`config.mk`:
```
export PLATFORM = sky130hd
export DESIGN_NAME = gpio_in_filter_flat
export DESIGN_NICKNAME = d
export VERILOG_FILES = /design/src/rtl/gpio_in_filter_if.sv /design/src/rtl/gpio_in_filter.sv /design/src/flat_wrapper.sv
export SDC_FILE = /design/constraint.sdc
export NUM_CORES = 1
export LEC_CHECK = 0
export ABC_AREA = 1
export CAP_MARGIN = 20
export CORE_MARGIN = 10
export CORE_UTILIZATION = 55
export DETAILED_ROUTE_END_ITERATION = 8
export PLACE_DENSITY = 0.76
export SLEW_MARGIN = 20
export SYNTH_ARGS = -nofsm -noshare
export SYNTH_HDL_FRONTEND = slang
export SYNTH_SLANG_ARGS = --single-unit
```
`constraint.sdc`:
```
create_clock -name clk -period 2.8 [get_ports clk]
set_input_delay 0.42 -clock clk [delete_from_list [all_inputs] [get_ports clk]]
set_output_delay 0.42 -clock clk [all_outputs]
set_load 0.01 [all_outputs]
```
`src/rtl/gpio_in_filter_if.sv`:
```
// Pad-input filter bus: quasi-static configuration, raw pads and filtered results.
interface gpio_in_filter_if #(
  parameter int unsigned NBITS = 8,
  parameter int unsigned CNT_W = 8,
  parameter int unsigned PRE_W = 16
);
  logic [PRE_W-1:0] cfg_presc;
  logic [CNT_W-1:0] cfg_limit;
  logic [NBITS-1:0] cfg_bypass;
  logic [NBITS-1:0] pad_in;
  logic [NBITS-1:0] din_out;
  logic [NBITS-1:0] rise_o;
  logic [NBITS-1:0] fall_o;
  logic             chg_o;

  // Register block / pad ring side
  modport master (
    output cfg_presc, cfg_limit, cfg_bypass, pad_in,
    input  din_out, rise_o, fall_o, chg_o
  );

  // Filter side
  modport slave (
    input  cfg_presc, cfg_limit, cfg_bypass, pad_in,
    output din_out, rise_o, fall_o, chg_o
  );
endinterface

```
`src/rtl/gpio_in_filter.sv`:
```
// GPIO input conditioning: 2-flop synchroniser, prescaled debounce filter and
// per-bit rise/fall pulse generation feeding the GPIO core and interrupt logic.
module gpio_in_filter #(
  parameter int unsigned NBITS = 8,
  parameter int unsigned CNT_W = 8,
  parameter int unsigned PRE_W = 16
) (
  input  logic             clk,
  input  logic             rstn,
  gpio_in_filter_if.slave  bus
);

  logic [NBITS-1:0]            s1;
  logic [NBITS-1:0]            s2;
  logic [PRE_W-1:0]            pre;
  logic [PRE_W-1:0]            pre_next;
  logic                        tick_c;
  logic [NBITS-1:0]            st;
  logic [NBITS-1:0]            st_next;
  logic [NBITS-1:0][CNT_W-1:0] c;
  logic [NBITS-1:0][CNT_W-1:0] c_next;
  logic [NBITS-1:0]            rise_q;
  logic [NBITS-1:0]            fall_q;
  logic                        chg_q;

  // Synchroniser: plain flop pair, nothing between the stages
  always_ff @(posedge clk or negedge rstn) begin
    if (!rstn) begin
      s1 <= '0;
      s2 <= '0;
    end else begin
      s1 <= bus.pad_in;
      s2 <= s1;
    end
  end

  // Sample tick; an over-range count (prescale lowered) is treated as a match
  always_comb begin
    tick_c   = (pre >= bus.cfg_presc);
    pre_next = tick_c ? '0 : pre + PRE_W'(1);
  end

  // Per-bit debounce: accept a change after cfg_limit+1 consecutive mismatching ticks
  always_comb begin
    st_next = st;
    c_next  = c;
    for (int unsigned i = 0; i < NBITS; i++) begin
      if (bus.cfg_bypass[i]) begin
        st_next[i] = s2[i];
        c_next[i]  = '0;
      end else if (tick_c) begin
        if (s2[i] == st[i]) begin
          c_next[i] = '0;
        end else if (c[i] >= bus.cfg_limit) begin
          st_next[i] = s2[i];
          c_next[i]  = '0;
        end else begin
          c_next[i] = c[i] + CNT_W'(1);
        end
      end
    end
  end

  // Filter state, prescaler and edge pulses aligned with the new filtered level
  always_ff @(posedge clk or negedge rstn) begin
    if (!rstn) begin
      pre    <= '0;
      st     <= '0;
      c      <= '0;
      rise_q <= '0;
      fall_q <= '0;
      chg_q  <= 1'b0;
    end else begin
      pre    <= pre_next;
      st     <= st_next;
      c      <= c_next;
      rise_q <= st_next & ~st;
      fall_q <= ~st_next & st;
      chg_q  <= |(st_next ^ st);
    end
  end

  assign bus.din_out = st;
  assign bus.rise_o  = rise_q;
  assign bus.fall_o  = fall_q;
  assign bus.chg_o   = chg_q;

endmodule

```
`src/flat_wrapper.sv`:
```
// flat-port wrapper written by rule: the top's interface ports become plain ports
module gpio_in_filter_flat 
#(
  parameter int unsigned NBITS = 8,
  parameter int unsigned CNT_W = 8,
  parameter int unsigned PRE_W = 16
)
  (clk, rstn, bus_cfg_presc, bus_cfg_limit, bus_cfg_bypass, bus_pad_in, bus_din_out, bus_rise_o, bus_fall_o, bus_chg_o);
  gpio_in_filter_if #(.NBITS(NBITS), .CNT_W(CNT_W), .PRE_W(PRE_W)) bus_i ();
  input  logic clk;
  input  logic rstn;
  input wire logic [$bits(bus_i.cfg_presc)-1:0] bus_cfg_presc;
  input wire logic [$bits(bus_i.cfg_limit)-1:0] bus_cfg_limit;
  input wire logic [$bits(bus_i.cfg_bypass)-1:0] bus_cfg_bypass;
  input wire logic [$bits(bus_i.pad_in)-1:0] bus_pad_in;
  output wire logic [$bits(bus_i.din_out)-1:0] bus_din_out;
  output wire logic [$bits(bus_i.rise_o)-1:0] bus_rise_o;
  output wire logic [$bits(bus_i.fall_o)-1:0] bus_fall_o;
  output wire logic [$bits(bus_i.chg_o)-1:0] bus_chg_o;
  assign bus_i.cfg_presc = bus_cfg_presc;
  assign bus_i.cfg_limit = bus_cfg_limit;
  assign bus_i.cfg_bypass = bus_cfg_bypass;
  assign bus_i.pad_in = bus_pad_in;
  assign bus_din_out = bus_i.din_out;
  assign bus_rise_o = bus_i.rise_o;
  assign bus_fall_o = bus_i.fall_o;
  assign bus_chg_o = bus_i.chg_o;
  gpio_in_filter #(.NBITS(NBITS), .CNT_W(CNT_W), .PRE_W(PRE_W)) u_core (.clk(clk), .rstn(rstn), .bus(bus_i));
endmodule
```
* After elaboration in Yosys (flattened, before gate mapping) *
Cells that the tools add are included.

storage, ports and cells
  flip-flop bits (word level) = 121
  latch bits = 0
  RAM bits = 0
  memory bits (read-only) = 0
  output and inout port bits = 25
  memories kept = 0

operators by class
  add/sub/neg operators = 9
  multiply operators = 0
  div/mod/pow operators = 0
  magnitude comparators = 9
  eq/ne operators = 8
  shift operators = 0
  mux-type cells = 65
  bitwise logic cells = 5
  reduce and logical (&&, ||, !) cells = 9

operators by type and width
  cell                                                              count
  8-bit two-way mux                                                 32
  8-bit by 1-bit adder with 8-bit output (second input constant)    8
  8-bit >= comparator                                               8
  1-bit two-way mux                                                 32
  16-bit by 1-bit adder with 16-bit output (second input constant)  1
  8-bit AND                                                         2
  16-bit >= comparator                                              1
  16-bit two-way mux                                                1
  8-bit inverter                                                    2
  2-bit nonzero test                                                8
  1-bit equality test                                               8
  8-bit OR reduction                                                1
  8-bit XOR                                                         1

* Logic depth before layout (Yosys ltp) *
Gate-level depths: netlist of run 1.

  word-level depth = 7
  gate-level depth with buffers = 17
  gate-level depth less buffers = 17

* Worst setup path after synthesis of run 1 *
Ideal clock, no wire load.

  kind = input -> register
  start = input bus_cfg_presc[15]
  end = register u_core.chg_q (netlist: u_core.bus.chg_o)
  library setup time = 127 ps
  arrival time = 2,223 ps
  required time = 2,673 ps
  setup slack = 450 ps
  stages on the path = 13
  buffers on the path = 1
  cell sequence = inv_1 -> ha_1 -> nand4_1 -> nor3_1 -> nand2_2 -> nand2_4 -> buf_4 -> nand2_1 -> nand2_1 -> a21oi_1 -> ha_1 -> nand4_1 -> or2_2

between the ends
  longest elaborated chain between the ends = 5
  elaborated cells on any way between the ends = 19

RTL lines
  item                    RTL line              RTL
  start: declaration      flat_wrapper.sv:12    input wire logic [$bits(bus_i.cfg_presc)-1:0] bus_cfg_presc;
  16-bit >= comparator    gpio_in_filter.sv:39  tick_c = (pre >= bus.cfg_presc);
  1-bit two-way mux       gpio_in_filter.sv:51  end else if (tick_c) begin
  1-bit two-way mux       gpio_in_filter.sv:48  if (bus.cfg_bypass[i]) begin
  via u_core.st_next[5]   gpio_in_filter.sv:19  logic [NBITS-1:0] st_next;
  8-bit XOR               gpio_in_filter.sv:79  chg_q <= |(st_next ^ st);
  8-bit OR reduction      gpio_in_filter.sv:79
  end signal: assignment  gpio_in_filter.sv:79
  end: declaration        gpio_in_filter.sv:24  logic chg_q;

The timed path passes the listed nets, and every way through them passes these cells.
A chain may end at the register's enable or synchronous reset.

* Worst setup path after layout of run 1 *
Same ends and word-level chain as after synthesis.

==> flow_summary.json, run 1 <==
{
  "status": "finished with violations",
  "failed_checks": "hold timing",
  "seq_power_share": 0.395,
  "clock_power_share": 0.430,
  "die_y_um": 141,
  "port_buffers": 66,
  "p_leak_nw": 4.97,
  "grt_max_degree": 54,
  "yosysTopAreaCellShare": 0.377,
  "ctsResizeCount": 0,
  "slowest_stage": "clkdlybuf4s50_1",
  "final_nets": 1267,
  "drtIter0Drc": 487,
  "yosys_warnings": 0,
  "relSlewSlack": 0.611,
  "cts_tree": "built",
  "m1WireLength_mm": 8.36,
  "crit_path_end_kind": "flip-flop",
  "synth_area_leader_cell": "dfrtp_1",
  "grt_pass1_wl_mm": 31.9,
  "num_io_pins": 67,
  "start_util": 0.558,
  "setup_viol": 0,
  "clock-root-buffer": "clkbuf_16",
  "critical-path-max-stage-delay_ns": 0.45,
  "ys_seq_area_frac": 0.377,
  "drcViolationCount": 0,
  "worstPathMaxFanout": 13,
  "dr_wl_met2_mm": 8.87,
  "finish.utilization": 0.678,
  "postCtsSetupBuffers": 0,
  "cts.clk_slew.worst_paths_ns": 0.06,
  "cts_buffers": 17,
  "netSwitchingFraction": 0.279,
  "dpl_cell_area_sq_um": 9200,
  "rr_worst_depth": 11,
  "yosysUniqueCellTypes": 28,
  "worst-path-buf-inv": 2,
  "synth_area_per_cell_sq_um": 7.99,
  "synth_area_sq_um": 8040,
  "startpoint_type": "input port",
  "dp_hpwl_mm": 13.8,
  "combPwrFrac": 0.175,
  "grt_pass1_vias": 6731,
  "cts.sinks": 121,
  "fill_cells": 1155,
  "synth-seq-cells": 121,
  "cts_buffer_depth": 2,
  "viasPerCell": 5.18,
  "hold_path_class": "in2async",
  "grtUsageTotal": 0.196,
  "n_antenna_cell": 0,
  "place.gp.congestion": 0.889,
  "ff_latch_area_sq_um": 3030,
  "highest_layer": "met4",
  "multiInputGateArea_sq_um": 4370,
  "yosys-top-cells-area": "dfrtp_1 38%, ha_1 16%, nand2_1 11%, inv_1 6.6%, nand3_1 5.3%",
  "die_x_um": 141,
  "fin_skew_ns": 0.00802,
  "crit_cells": 13,
  "std_cell_rows": 44,
  "grt.overflow.total": 0,
  "insertion_delay_ns": 0.43,
  "core_sq_um": 14400,
  "antenna_found_initial": 0,
  "drv_slew": 0,
  "fmax_ghz": 0.390,
  "worstPathRequired_ns": 3.11,
  "vias": 6814,
  "cp.arrival_ns": 2.88,
  "cts_max_level": 4,
  "vdd_drop_max_mv": 0.484,
  "finalHoldViolCount": 4,
  "fin_crit_ns": 2.57,
  "p_int_mw": 3.63,
  "drv_cap": 0,
  "crit_type": "in2reg",
  "die_area_sq_um": 19900,
  "synth_cells": 1007,
  "final_area_sq_um": 9780,
  "wl_per_cell_um": 14.1,
  "first_pass_iters": 5,
  "tightest_slew_ns": 0.583,
  "p_sw_mw": 1.41,
  "ant_nets": 0,
  "cts_hold_buffers": 0,
  "met3_wirelength_um": 955,
  "synthToLayoutAreaGrowth_pct": 21.6,
  "whs_ns": -0.00310,
  "power_density_nw_per_um2": 515,
  "syn_nets": 1154,
  "crit_chain": "clkdlybuf4s50_1 -> inv_1 -> ha_1 -> nand4_1 -> nor3_1 -> nand2_2 -> nand2_4 -> nand2_1 -> nand2_1 -> a21oi_1 -> ha_1 -> nand4_1 -> or2_2",
  "period_share": 0.917,
  "rsz0062_at_grt": "no",
  "crit_family": "simple AND/OR/NAND/NOR gates",
  "drt_wl_total_mm": 18.6,
  "drive_gt1_frac": 0.0857
}
[registers in the layout, summed over array words and instances, names as in the netlist]
register / flops
u_core.bus.chg_o: 1
u_core.bus.din_out: 8
u_core.bus.fall_o: 8
u_core.bus.rise_o: 8
u_core.c: 64
u_core.pre: 16
u_core.s1: 8
u_core.s2: 8
[worst register-to-register path, stage by stage, from the launching register on]
cell	delay, ns
dfrtp_1	0.42
ha_1	0.31
nand4_1	0.15
nor3_1	0.21
nand2_2	0.15
nand2_4	0.18
nand2_1	0.08
nand2_1	0.09
a21oi_1	0.09
ha_1	0.32
nand4_1	0.11
or2_2	0.28
[per-stage QoR]
stage / setup slack [ns] / power [mW] / setup TNS [ns] / cells
after floorplan: 0.450 / 2.52 / 0 / 1007
after global placement: -0.195 / 2.87 / -0.195 / 1285
after detailed placement: -0.206 / 2.91 / -0.206 / 1285
after CTS: 0.227 / 5.07 / 0 / 1316
after global routing: 0.0704 / 5.28 / 0 / 1316
final: 0.233 / 5.03 / 0 / 1316
[path summary, 6_finish.rpt]
path | start | to | slack [ns]
worst max-delay path | bus_cfg_presc[15] | u_core.bus.chg_o | 0.23
worst min-delay path | rstn | u_core.c[49] | -0.003
worst max register to register | u_core.pre[13] | u_core.bus.chg_o | 0.30
worst min register to register | u_core.s1[4] | u_core.s2[4] | 0.35
max in group asynchronous | rstn | u_core.s1[1] | 2.05
min in group clk | u_core.s1[4] | u_core.s2[4] | 0.35
[cell usage after synthesis]
cell,number
a21oi_1,34
a21oi_2,2
a31oi_1,1
buf_12,1
buf_4,3
buf_6,3
dfrtp_1,121
ha_1,105
inv_1,142
inv_2,10
nand2_1,242
nand2_2,2
nand2_4,1
nand3_1,85
nand3b_1,2
nand4_1,9
nor2_1,63
nor2_2,4
nor2_4,10
nor3_1,42
o21a_1,11
o21ai_0,6
o21ai_1,55
o21bai_1,1
o21bai_2,1
or2_2,3
xnor2_1,16
xor2_1,32
[layer usage]
metal,vias to the layer above,GRT usage
met5,-,0
met4,0,0.0755
met3,30,0.0517
met2,140,0.322
met1,3152,0.239
li1,3492,-
[power groups by stage]
stage	registers [mW]	clock network (mW)	logic, mW
2_1_floorplan	2.01	0	0.514
3_3_place_gp	2.01	0	0.857
3_5_place_dp	2.02	0	0.885
4_1_cts	1.99	2.18	0.894
5_1_grt	2.01	2.27	1.01
6_report	1.99	2.17	0.879
[cell families after synthesis]
logic type | share of synthesized area
AOI/OAI and AO/OA | 0.0747
xor gates and xnor gates | 0.0523
adders and majority gates | 0.163
buffers and inverters | 0.0804
DFF | 0.377
and+or+nand+nor | 0.253
[cell usage in the layout, fill, tap and decap left out, drive strengths merged]
| master | Yosys | layout |
|---|---|---|
| dfrtp | 121 | 121 |
| a21oi | 36 | 36 |
| inv | 152 | 152 |
| bufinv | 0 | 2 |
| xor2 | 32 | 32 |
| clkinvlp | 0 | 2 |
| nand3 | 85 | 85 |
| nor3 | 42 | 42 |
| o21a | 11 | 11 |
| a31oi | 1 | 1 |
| ha | 105 | 105 |
| nand4 | 9 | 9 |
| or2 | 3 | 3 |
| xnor2 | 16 | 16 |
| o21bai | 2 | 2 |
| nand3b | 2 | 2 |
| o21ai | 61 | 61 |
| buf | 7 | 36 |
| clkdlybuf4s50 | 0 | 65 |
| nand2 | 245 | 245 |
| nor2 | 77 | 77 |
| clkinv | 0 | 4 |
| clkbuf | 0 | 23 |
[layout make-up]
cell class / count / area share
multi-input combinational: 727 / 0.447
sequential: 121 / 0.310
timing repair buffer: 101 / 0.103
inverter: 152 / 0.0584
clock buffer: 23 / 0.0489
tap: 184 / 0.0235
clock inverter: 8 / 0.00973
Note: power is estimated with default switching activity, not from simulation.
==> run 2, diff against run 1 <==
==> constraint.sdc (replaced) <==
create_clock -name clk -period 2.75 [get_ports clk]
set_input_delay 0.4125 -clock clk [delete_from_list [all_inputs] [get_ports clk]]
set_output_delay 0.4125 -clock clk [all_outputs]
set_load 0.01 [all_outputs]
==> run 2 against run 1 <==
Effect of this change:
- count of clock-buffer cells in the layout up 2
- hold slack better by 0.36 ns
- first-iteration DRC count down 4.5%
- highest routed layer unchanged
- the run now ends clean
- worst setup slack worse by 0.085 ns
- clock power up 8%
==> flow_summary.json, run 2 (synthesized netlist as in run 1, its figures left out) <==
{
  "final_cell_mix": "242 x nand2_1, 142 x inv_1, 121 x dfrtp_1, 105 x ha_1, 85 x nand3_1",
  "crit_type": "in2reg",
  "startpoint_type": "input port",
  "final_nets": 1270,
  "std_cell_rows": 44,
  "critical-path-max-stage-delay_ns": 0.46,
  "grt_pass1_wl_mm": 31.8,
  "p_leak_nw": 5.02,
  "antenna_found_initial": 0,
  "registers.top_by_ff_count": "u_core.c",
  "path_common_cell": "ha_1",
  "power_density_nw_per_um2": 535,
  "ant_nets": 0,
  "crit_path_end_kind": "flip-flop",
  "drt_wl_total_mm": 18.9,
  "start_util": 0.558,
  "cts_buffers": 17,
  "dr_wl_met2_mm": 9.17,
  "dp_hpwl_mm": 14.2,
  "drv_cap": 0,
  "met3_wirelength_mm": 1.02,
  "vdd_drop_max_mv": 0.474,
  "cts_tree": "built",
  "synthToLayoutAreaGrowth_pct": 22.7,
  "postCtsSetupBuffers": 0,
  "port_buffers": 66,
  "clock-root-buffer": "clkbuf_16",
  "drive_gt1_frac": 0.0889,
  "core_sq_um": 14400,
  "grt_pass1_vias": 6820,
  "die_x_um": 141,
  "cp.arrival_ns": 2.91,
  "place.gp.congestion": 0.889,
  "first_pass_iters": 7,
  "num_io_pins": 67,
  "die_area_sq_um": 19900,
  "drv_slew": 0,
  "viasPerCell": 5.17,
  "slowest_stage": "clkdlybuf4s50_1",
  "finalHoldViolCount": 0,
  "fmax_ghz": 0.384,
  "crit_chain": "clkdlybuf4s50_1 -> inv_1 -> ha_1 -> a21oi_1 -> o21ai_1 -> nor2_4 -> buf_4 -> nand3_1 -> nand2_1 -> a21oi_2 -> ha_1 -> nand4_1 -> or2_2",
  "worstPathMaxFanout": 5,
  "wl_per_cell_um": 14.3,
  "fill_cells": 1168,
  "setup_viol": 0,
  "highest_layer": "met4",
  "cts_max_level": 4,
  "fin_crit_ns": 2.60,
  "grt.overflow.total": 0,
  "period_share": 0.946,
  "status": "complete, no violations",
  "fin_skew_ns": 0.0101,
  "hold_path_class": "reg2reg",
  "grtUsageTotal": 0.194,
  "drcViolationCount": 0,
  "worstPathRequired_ns": 3.06,
  "grt_max_degree": 55,
  "vias": 6829,
  "finalWorstSetupSlack_ns": 0.148,
  "drtIter0Drc": 465,
  "m1WireLength_mm": 8.45,
  "cts.sinks": 121,
  "cts_buffer_depth": 2,
  "crit_family": "simple AND/OR/NAND/NOR gates",
  "largest_register_ffs": 64,
  "insertion_delay_ns": 0.42,
  "tightest_slew_ns": 0.547,
  "final_common_cell": "nand2_1",
  "finish.utilization": 0.684,
  "pre_cts_ws_ns": -0.258,
  "top_regs": "u_core.c (64), u_core.pre (16)",
  "die_y_um": 141,
  "relSlewSlack": 0.635,
  "whs_ns": 0.354,
  "worst-path-buf-inv": 3,
  "n_antenna_cell": 0,
  "cts.clk_slew.worst_paths_ns": 0.06,
  "rsz0062_at_grt": "no"
}
## run 2: cell count changes in the layout (fill, tap and decap cells not counted), sizes merged
cell	delta
clkinvlp	-1
buf	+2
clkbuf	+2
dlygate4sd3	+1
bufinv	+1
clkinv	-1
## run 2: worst paths after layout
kind	endpoint	cells past startpoint	slack, ns	start
max reg2reg	u_core.bus.chg_o	13	0.19	u_core.pre[9]
min	u_core.s2[0]	0	0.35	u_core.s1[0]
max	u_core.bus.chg_o	13	0.15	bus_cfg_presc[15]
min reg2reg	u_core.s2[0]	0	0.35	u_core.s1[0]
min in group asynchronous	u_core.c[32]	2	0.52	rstn
max in group asynchronous	u_core.c[13]	3	1.56	rstn
## run 2: layout make-up
type	count	area, sq um	area share
well taps	184	230	0.0233
clock buffers	25	505	0.0512
inverters	152	571	0.0578
clock inverters	7	113	0.0114
repair buffers	104	1030	0.105
flip-flops and latches	121	3030	0.307
multi-input cells	727	4380	0.444
## run 2: layer usage
layer | vias up | track usage
li1 | 3504 | -
met2 | 148 | 0.327
met4 | 0 | 0.0587
met1 | 3149 | 0.241
met5 | - | 0
met3 | 28 | 0.0457
## run 2: timing repair
| action | 4_1_cts | 5_1_grt |
|---|---|---|
| endpoints found under the hold margin | 35 | 0 |
| gates resized for setup | 0 | 3 |
| hold buffers | 1 | 0 |
| setup endpoints to repair | 0 | 1 |
## run 2: metrics by stage
stage	cell area, sq um	setup TNS, ns	power [mW]	cells
2_1_floorplan	8040	0	2.57	1007
3_3_place_gp	9220	-0.248	2.93	1287
3_5_place_dp	9220	-0.258	2.96	1287
4_1_cts	9850	0	5.31	1320
5_1_grt	9860	0	5.53	1320
6_report	9860	0	5.27	1320
## run 2: power by group
group	switching, mW	internal, mW	total (mW)
registers	0.121	1.91	2.03
clock network	0.799	1.54	2.34
logic	0.506	0.401	0.907
==> run 3, diff against run 2 <==
--- a/config.mk
+++ b/config.mk
@@ -7,10 +7,9 @@
 export LEC_CHECK = 0
 export ABC_AREA = 1
 export CAP_MARGIN = 20
-export CORE_MARGIN = 10
-export CORE_UTILIZATION = 55
+export CORE_UTILIZATION = 50
 export DETAILED_ROUTE_END_ITERATION = 8
-export PLACE_DENSITY = 0.76
+export PLACE_DENSITY = 0.73
 export SLEW_MARGIN = 20
 export SYNTH_ARGS = -nofsm -noshare
 export SYNTH_HDL_FRONTEND = slang
==> run 3 against run 2 <==
Effect of this change:
- sequential share of layout area about the same
- combinational power rose by 0.4%
- critical path type unchanged
- critical path depth rose by 2
==> flow_summary.json, run 3 (synthesized netlist as in run 1, its figures left out) <==
{
  "power_density_nw_per_um2": 537,
  "place.gp.congestion": 0.884,
  "relSlewSlack": 0.685,
  "use_met3": 0.0478,
  "n_antenna_cell": 0,
  "drive_gt1_frac": 0.0915,
  "tns_ns": 0,
  "antenna_found_initial": 0,
  "fin_crit_ns": 2.55,
  "dp_hpwl_mm": 13.8,
  "wl_per_cell_um": 13.7,
  "rsz0062_at_grt": "no",
  "fin_skew_ns": 0.0116,
  "tightest_slew_ns": 0.473,
  "core_sq_um": 15400,
  "final_nets": 1271,
  "start_util": 0.521,
  "drv_cap": 0,
  "critical-path-max-stage-delay_ns": 0.48,
  "grt.overflow.total": 0,
  "worst-path-buf-inv": 3,
  "combPwrFrac": 0.172,
  "path_common_cell": "nand2_1",
  "worstPathRequired_ns": 3.06,
  "top_usage_layer": "met2",
  "startpoint_type": "input port",
  "worstHoldStart": "u_core.s1[6]",
  "pre_cts_ws_ns": -0.240,
  "cts.sinks": 121,
  "cp.arrival_ns": 2.86,
  "largest_register_ffs": 64,
  "netSwitchingFraction": 0.286,
  "grt_max_degree": 58,
  "insertion_delay_ns": 0.43,
  "cts_buffer_depth": 2,
  "finish.utilization": 0.639,
  "registers.top_by_ff_count": "u_core.c",
  "period_share": 0.928,
  "slowest_stage": "clkdlybuf4s50_1",
  "drv_slew": 0,
  "ant_nets": 0,
  "fmax_ghz": 0.392,
  "p_leak_nw": 4.98,
  "cts_max_level": 4,
  "grtUsageTotal": 0.249,
  "crit_type": "in2reg",
  "top_regs": "u_core.c (64), u_core.pre (16)",
  "synthToLayoutAreaGrowth_pct": 22.6,
  "finalHoldViolCount": 0,
  "gr-usage-met2": 0.407,
  "grt_pass1_wl_mm": 31.9,
  "drcViolationCount": 0,
  "finalNonFillerCells": 1348,
  "worstPathMaxFanout": 5,
  "die_x_um": 129,
  "viasPerCell": 5.11,
  "seq_power_share": 0.383,
  "hold_path_class": "reg2reg",
  "finalWorstSetupSlack_ns": 0.199,
  "cts_tree": "built",
  "clock-root-buffer": "clkbuf_16",
  "grt_pass1_vias": 6869,
  "final_cell_mix": "242 x nand2_1, 142 x inv_1, 121 x dfrtp_1, 105 x ha_1, 85 x nand3_1",
  "num_io_pins": 67,
  "drtIter0Drc": 462,
  "std_cell_rows": 45,
  "vias": 6887,
  "p_int_mw": 3.78,
  "die_area_sq_um": 16600,
  "placedCellCount": 1315,
  "final_common_cell": "nand2_1",
  "crit_path_end_kind": "flip-flop",
  "r2r-start": "u_core.pre[2]",
  "setup_viol": 0,
  "drt_wl_total_mm": 18.5,
  "crit_family": "simple AND/OR/NAND/NOR gates",
  "clock_power_share": 0.445,
  "crit_path_start": "bus_cfg_limit[6]",
  "vdd_drop_max_mv": 0.478,
  "status": "complete, no violations",
  "use_met1": 0.326,
  "cts.clk_slew.worst_paths_ns": 0.06,
  "p_sw_mw": 1.51,
  "die_y_um": 129,
  "whs_ns": 0.345,
  "cts_buffers": 17,
  "port_buffers": 66,
  "crit_chain": "clkdlybuf4s50_1 -> inv_1 -> buf_4 -> ha_1 -> nand2_1 -> o21a_1 -> nand2_1 -> nand2_1 -> nand2_1 -> nand2_1 -> nand2_1 -> a21oi_1 -> ha_1 -> nand4_1 -> or2_2",
  "first_pass_iters": 5
}
==> run 3: cell type report <==
type / count / area, sq um
clock buffers: 19 / 453
clock inverters: 13 / 169
fillers: 1307 / 5570
inverters: 152 / 571
multi-input cells: 727 / 4370
flip-flops and latches: 121 / 3030
well taps: 211 / 264
repair buffers: 105 / 1010
==> run 3: power by group through the flow <==
stage | clock network, mW | registers [mW] | logic [mW]
floorplan | 0 | 2.04 | 0.523
CTS | 2.39 | 2.03 | 0.915
finish | 2.36 | 2.03 | 0.911
global placement | 0 | 2.06 | 0.872
detailed placement | 0 | 2.05 | 0.903
global route | 2.47 | 2.04 | 1.03
==> run 3: metrics by stage <==
stage	total power [mW]	area, sq um
4_1_cts	5.33	9850
5_1_grt	5.54	9860
2_1_floorplan	2.57	8040
3_5_place_dp	2.96	9220
3_3_place_gp	2.93	9220
6_report	5.29	9860
==> run 3: final timing paths <==
kind | endpoint | slack, ns | cells after the start
max in group asynchronous | u_core.c[38] | 1.47 | 3
min | u_core.s2[6] | 0.35 | 0
min in group asynchronous | u_core.pre[8] | 0.49 | 2
max | u_core.bus.chg_o | 0.20 | 15
max reg2reg | u_core.bus.chg_o | 0.25 | 15
min reg2reg | u_core.s2[6] | 0.35 | 0
==> run 3: routing by layer <==
metal  vias up  share of wire  wire length, um
met4         0          0.019              355
met5         -              0                0
met3        31          0.057             1060
met2       184           0.45             8420
li1       3491              -                -
met1      3181           0.47             8680
==> run 3: timing repair <==
item / 4_1_cts / 5_1_grt
buffers inserted: 0 / 0
endpoints found under the hold margin: 33 / 0
gates resized for setup: 0 / 1
endpoints found under the setup margin: 0 / 1
hold buffers: 1 / 0
